[config.mk]
export PLATFORM = sky130hd
export DESIGN_NAME = alu_writeback
export DESIGN_NICKNAME = d
export VERILOG_FILES = /design/src/rtl/alu_writeback_pkg.sv /design/src/rtl/alu_writeback_op_class.sv /design/src/rtl/alu_writeback.sv
export SDC_FILE = /design/constraint.sdc
export NUM_CORES = 1
export LEC_CHECK = 0
export CELL_PAD_IN_SITES_DETAIL_PLACEMENT = 1
export CELL_PAD_IN_SITES_GLOBAL_PLACEMENT = 1
export CORE_MARGIN = 3
export CORE_UTILIZATION = 36
export DETAILED_ROUTE_END_ITERATION = 12
export GPL_TIMING_DRIVEN = 0
export PLACE_DENSITY_LB_ADDON = 0.1
export SLEW_MARGIN = 20
export SYNTH_ARGS = -nofsm -noshare
export SYNTH_HDL_FRONTEND = slang
export SYNTH_HIERARCHICAL = 1
export SYNTH_SLANG_ARGS = --single-unit
[constraint.sdc]
create_clock -name clk -period 7.1 [get_ports clk]
set_clock_uncertainty 0.1 [all_clocks]
set_input_delay 1.42 -clock clk [delete_from_list [all_inputs] [get_ports clk]]
set_output_delay 1.42 -clock clk [all_outputs]
set_load 0.02 [all_outputs]
[src/rtl/alu_writeback_pkg.sv]
// Shared opcode map, flag bit positions and FSM encoding for the ALU writeback stage.
package alu_writeback_pkg;

    localparam logic [7:0] OP_NOP  = 8'h00;
    localparam logic [7:0] OP_ADD  = 8'h01;
    localparam logic [7:0] OP_SUB  = 8'h02;
    localparam logic [7:0] OP_AND  = 8'h03;
    localparam logic [7:0] OP_MUL  = 8'h04;
    localparam logic [7:0] OP_OR   = 8'h05;
    localparam logic [7:0] OP_XOR  = 8'h06;
    localparam logic [7:0] OP_NOT  = 8'h07;
    localparam logic [7:0] OP_SHL  = 8'h08;
    localparam logic [7:0] OP_SHR  = 8'h09;
    localparam logic [7:0] OP_SRA  = 8'h0A;
    localparam logic [7:0] OP_ROL  = 8'h0B;
    localparam logic [7:0] OP_ROR  = 8'h0C;
    localparam logic [7:0] OP_SLT  = 8'h0D;
    localparam logic [7:0] OP_SLTU = 8'h0E;
    localparam logic [7:0] OP_MIN  = 8'h0F;
    localparam logic [7:0] OP_MAX  = 8'h10;
    localparam logic [7:0] OP_XNOR = 8'h11;
    localparam logic [7:0] OP_LAST = 8'h11;

    localparam int FLAG_N = 3;
    localparam int FLAG_Z = 2;
    localparam int FLAG_C = 1;
    localparam int FLAG_V = 0;

    typedef enum logic [1:0] {
        ST_IDLE = 2'd0,
        ST_WR0  = 2'd1,
        ST_WR1  = 2'd2
    } wb_state_t;

endpackage

[src/rtl/alu_writeback_op_class.sv]
// Opcode class decoder: NOP, MUL (two write beats) and illegal (above OP_LAST).
module alu_op_class
    import alu_writeback_pkg::*;
(
    input  logic [7:0] op,
    output logic       is_nop,
    output logic       is_mul,
    output logic       is_illegal
);

    assign is_nop     = (op == OP_NOP);
    assign is_mul     = (op == OP_MUL);
    assign is_illegal = (op > OP_LAST);

endmodule

[src/rtl/alu_writeback.sv]
// ALU writeback stage: drives one register-file write port and owns the flags register.
// Build option ALU_WB_ZERO_REG_EN: register index 0 is hardwired zero and its beats are skipped.
module alu_writeback
    import alu_writeback_pkg::*;
#(
    parameter int DATA_W = 32,
    parameter int REG_AW = 5
) (
    input  logic              clk,
    input  logic              rst,
    input  logic              in_valid,
    output logic              in_ready,
    input  logic [7:0]        op,
    input  logic [DATA_W-1:0] q0,
    input  logic [DATA_W-1:0] q1,
    input  logic [3:0]        st,
    input  logic [REG_AW-1:0] rd0,
    input  logic [REG_AW-1:0] rd1,
    output logic              rf_we,
    output logic [REG_AW-1:0] rf_waddr,
    output logic [DATA_W-1:0] rf_wdata,
    input  logic              rf_wready,
    output logic [3:0]        flags,
    output logic              retire,
    output logic              bad_op
);

`ifdef ALU_WB_ZERO_REG_EN
    localparam logic ZERO_REG = 1'b1;
`else
    localparam logic ZERO_REG = 1'b0;
`endif

    // A beat requests a write unless it targets the hardwired-zero register.
    function automatic logic beat_we(input logic [REG_AW-1:0] addr);
        return !(ZERO_REG && (addr == '0));
    endfunction

    wb_state_t         state, state_nxt;
    logic              is_nop, is_mul, is_illegal;
    logic              accept, beat_done;
    logic              mul_p0;
    logic [DATA_W-1:0] q1_p0;
    logic [REG_AW-1:0] rd1_p0;
    logic [3:0]        st_p0;
    logic              rf_we_nxt, retire_nxt, bad_op_nxt;
    logic [REG_AW-1:0] rf_waddr_nxt;
    logic [DATA_W-1:0] rf_wdata_nxt;
    logic [3:0]        flags_nxt;

    alu_op_class u_op_class (
        .op         (op),
        .is_nop     (is_nop),
        .is_mul     (is_mul),
        .is_illegal (is_illegal)
    );

    assign accept    = (state == ST_IDLE) && in_valid;
    // A skipped beat (no rf_we) completes without waiting on the register file.
    assign beat_done = rf_wready || (ZERO_REG && !rf_we);

    always_ff @(posedge clk) begin
        if (rst) state <= ST_IDLE;
        else     state <= state_nxt;
    end

    always_comb begin
        state_nxt = state;
        case (state)
            ST_IDLE: if (accept && !is_nop && !is_illegal) state_nxt = ST_WR0;
            ST_WR0:  if (beat_done) state_nxt = mul_p0 ? ST_WR1 : ST_IDLE;
            ST_WR1:  if (beat_done) state_nxt = ST_IDLE;
            default: state_nxt = ST_IDLE;
        endcase
    end

    always_comb begin
        in_ready     = (state == ST_IDLE);
        rf_we_nxt    = rf_we;
        rf_waddr_nxt = rf_waddr;
        rf_wdata_nxt = rf_wdata;
        flags_nxt    = flags;
        retire_nxt   = 1'b0;
        bad_op_nxt   = 1'b0;
        case (state)
            ST_IDLE: begin
                if (accept) begin
                    if (is_illegal) begin
                        bad_op_nxt = 1'b1;
                    end else if (is_nop) begin
                        retire_nxt = 1'b1;
                    end else begin
                        rf_we_nxt    = beat_we(rd0);
                        rf_waddr_nxt = rd0;
                        rf_wdata_nxt = q0;
                    end
                end
            end
            ST_WR0: begin
                if (beat_done) begin
                    if (mul_p0) begin
                        rf_we_nxt    = beat_we(rd1_p0);
                        rf_waddr_nxt = rd1_p0;
                        rf_wdata_nxt = q1_p0;
                    end else begin
                        rf_we_nxt  = 1'b0;
                        retire_nxt = 1'b1;
                        flags_nxt  = st_p0;
                    end
                end
            end
            ST_WR1: begin
                if (beat_done) begin
                    rf_we_nxt  = 1'b0;
                    retire_nxt = 1'b1;
                    flags_nxt  = st_p0;
                end
            end
            default: rf_we_nxt = 1'b0;
        endcase
    end

    // Bundle capture: held for the whole write sequence, no reset needed.
    always_ff @(posedge clk) begin
        if (accept) begin
            mul_p0 <= is_mul;
            q1_p0  <= q1;
            rd1_p0 <= rd1;
            st_p0  <= st;
        end
    end

    // Registered write port, flags and status pulses.
    always_ff @(posedge clk) begin
        if (rst) begin
            rf_we    <= 1'b0;
            rf_waddr <= '0;
            rf_wdata <= '0;
            flags    <= 4'b0000;
            retire   <= 1'b0;
            bad_op   <= 1'b0;
        end else begin
            rf_we    <= rf_we_nxt;
            rf_waddr <= rf_waddr_nxt;
            rf_wdata <= rf_wdata_nxt;
            flags    <= flags_nxt;
            retire   <= retire_nxt;
            bad_op   <= bad_op_nxt;
        end
    end

endmodule

==> results.cfg <==
[clock_network]
cts_setup_buffers = 0
cts-buffers-inserted = 9
clkSinkCount = 88
cts_root_buf = clkbuf_8
ctsHoldBuffers = 0
clk_pin_slew_ns = 0.09
cts_buffer_depth = 2
h-tree-depth = 3
cts.repair.resized = 0
clk_latency_ns = 0.34
cts_tree = done

[finish]
multi_input_comb_area_sq_um = 1120
drive_above_1_share_pct = 12.1
final_cell_area_sq_um = 5120
stdcell_count = 532
layout.nets = 491
antenna_cells = 0
fillCellCount = 935
area_growth_pct = 49.7
seqCellArea_sq_um = 2180

[route]
drc = 0
wl_mm = 8.74
final_antenna_net_count = 0
vias = 2547
firstDrtPassIters = 4
wire_per_inst_microns = 16.4
vias_per_cell = 4.79
drt_iter0_markers = 28

[synth]
syn_inst = 256
synth_top_area_share_pct = 36.9
netlist_area_sq_um = 3420
syn_nets = 346
ys_top_cells_by_area = edfxtp_1 (37%), dfxtp_1 (27%), mux2i_1 (12%)
synthDistinctLibCells = 30
synth.largest_area_cell = edfxtp_1
yosysSeqAreaShare_pct = 63.8
ys_seq_elements = 88
avgSynthCellArea_sq_um = 13.4
synth_warnings = 6

[sta]
hold_viol_final = 0
rsz0062_at_grt = false
worst_pin_slew_ns = 0.762
setup_viol = 0
slew_violations = 0
slew_headroom_pct = 49.2
setup_tns_ns = 0
max_freq_mhz = 266
hold_ws_ns = 0.386
min_period_over_period_pct = 53.0
period_minus_slack_ns = 3.76

[worst_setup_path]
required_ns = 7.21
reg2reg_from = state[0]
regToRegSetupSlack_ns = 4.91
crit_arrival_ns = 3.87
ff2ff_path_depth = 6
end_kind = flip-flop
r2r_end = rf_wdata[3]
criticalPathCategory = in2reg
crit_fanout = 10
cp-start-kind = primary input

[placed_design]
gp_congestion = 0.704
hpwl_mm = 6.43
placed_cell_area_sq_um = 4930
portBuffers = 133
placedCellCount = 516

[floorplanning]
rows = 34
die_h_microns = 103
core_area_sq_um = 8980
io_pins = 135
dieArea_sq_um = 10700
die_w_microns = 103
start_util_pct = 38.1

[power]
p_int_mw = 0.789
p_switching_mw = 0.234
power_switching_share_pct = 22.9
powerDensity_nw_per_um2 = 200
pwr-share-clk_pct = 32.9
irDropWorstVdd_v = 0.0000921
p_leak_nw = 1.70
seq_power_share_pct = 55.0
p_comb_share_pct = 12.1

[outcome]
outcome = complete, no violations

[min_path]
hp-start = rf_we
hold_end = rf_we
hold_path.class = reg2reg
hold_depth = 2

[global_route]
antenna_found_initial = 0
grt_max_degree = 29
grt_usage_pct = 16.7
gr-total-overflow = 0
grt_first_pass_wirelength_mm = 13.6
grt_pass1_vias = 2695

[flow_run]
max_cap_violations = 0
## registers in the layout, summed over array words and instances, names as in the netlist
name,count
rf_we,1
bad_op,1
rf_waddr,5
st_p0,4
rf_wdata,32
rd1_p0,5
q1_p0,32
retire,1
state,2
mul_p0,1
flags,4
## worst max path at each step
stage	from	to	slack, ns	cells past startpoint
floorplan	op[7]	rf_wdata[10]	3.65	7
global placement	in_valid	retire	2.95	4
detailed placement	op[7]	rf_wdata[3]	2.95	8
CTS	op[7]	rf_wdata[17]	3.31	9
global route	op[7]	rf_wdata[5]	3.16	8
finish	op[7]	rf_wdata[3]	3.34	8
## cells by family (layout without fill, tap and decap cells)
logic type / Yosys count / in the layout / share of synthesized area (%)
flops: 88 / 88 / 63.8
simple gates: 60 / 60 / 8.09
compound gates: 45 / 45 / 12.6
mux: 41 / 41 / 12.0
buf+inv: 22 / 172 / 3.44
## worst max-delay path, stage by stage
cell	delay (ns)
clkdlybuf4s50_1	0.40
or3_1	0.40
nand2b_1	0.20
or4b_1	0.50
a221oi_2	0.30
buf_4	0.25
buf_2	0.27
a211oi_1	0.12
## Yosys cell counts, drive strengths merged
library cell / instances
inv: 4
nor3: 1
nand2b: 1
and2: 2
a31oi: 1
o31ai: 1
or4b: 1
dfxtp: 46
a21oi: 3
nand2: 1
nor2b: 2
nor2: 43
nor3b: 2
a221oi: 1
nand3b: 1
o21ai: 2
a211oi: 37
nor4b: 1
or3: 2
nor4: 2
buf: 13
and3b: 1
clkbuf: 5
edfxtp: 42
mux2i: 41
## layout by cell type, fill, tap and decap left out, types with 2 or more instances in the layout
| master | count |
|---|---|
| nor4_1 | 2 |
| inv_1 | 4 |
| dfxtp_1 | 46 |
| a211oi_2 | 20 |
| mux2i_1 | 41 |
| nor2_1 | 43 |
| buf_6 | 2 |
| nor3b_1 | 2 |
| clkinv_2 | 2 |
| buf_4 | 3 |
| a21oi_1 | 3 |
| edfxtp_1 | 42 |
| or3_1 | 2 |
| a211oi_1 | 17 |
| clkbuf_1 | 6 |
| nor2b_1 | 2 |
| buf_2 | 7 |
| clkbuf_8 | 9 |
| clkdlybuf4s50_1 | 133 |
## layout make-up
type | instances | area share [%]
tap | 126 | 3.08
multi-input combinational | 146 | 21.9
sequential | 88 | 42.7
clock buffer | 10 | 2.49
clock inverter | 6 | 1.17
timing repair buffer | 134 | 26.4
buffer | 18 | 2.01
inverter | 4 | 0.293
## power groups by stage
stage / Clock, mW / Sequential [mW] / Combinational [mW]
after floorplan: 0 / 0.583 / 0.0383
after global placement: 0 / 0.574 / 0.121
after detailed placement: 0 / 0.575 / 0.125
after CTS: 0.344 / 0.563 / 0.126
after global routing: 0.369 / 0.565 / 0.134
final: 0.336 / 0.563 / 0.124
## stage by stage
| step | setup WS [ns] | power [mW] | utilization (%) |
|---|---|---|---|
| floorplan | 3.65 | 0.621 | - |
| global placement | 2.95 | 0.696 | 54.7 |
| detailed placement | 2.95 | 0.700 | 54.9 |
| CTS | 3.31 | 1.03 | 57.0 |
| global route | 3.16 | 1.07 | 57.0 |
| finish | 3.34 | 1.02 | 57.0 |
## metal layers
layer  routed length, microns  share of wire [%]  GRT usage (%)
met1                     3710                 42           21.1
met2                     4200                 48           27.1
met3                      676                7.7           5.23
met4                      155                1.8           5.88
met5                        0                  0              0
No activity file was read; power rests on OpenSTA's default activity.
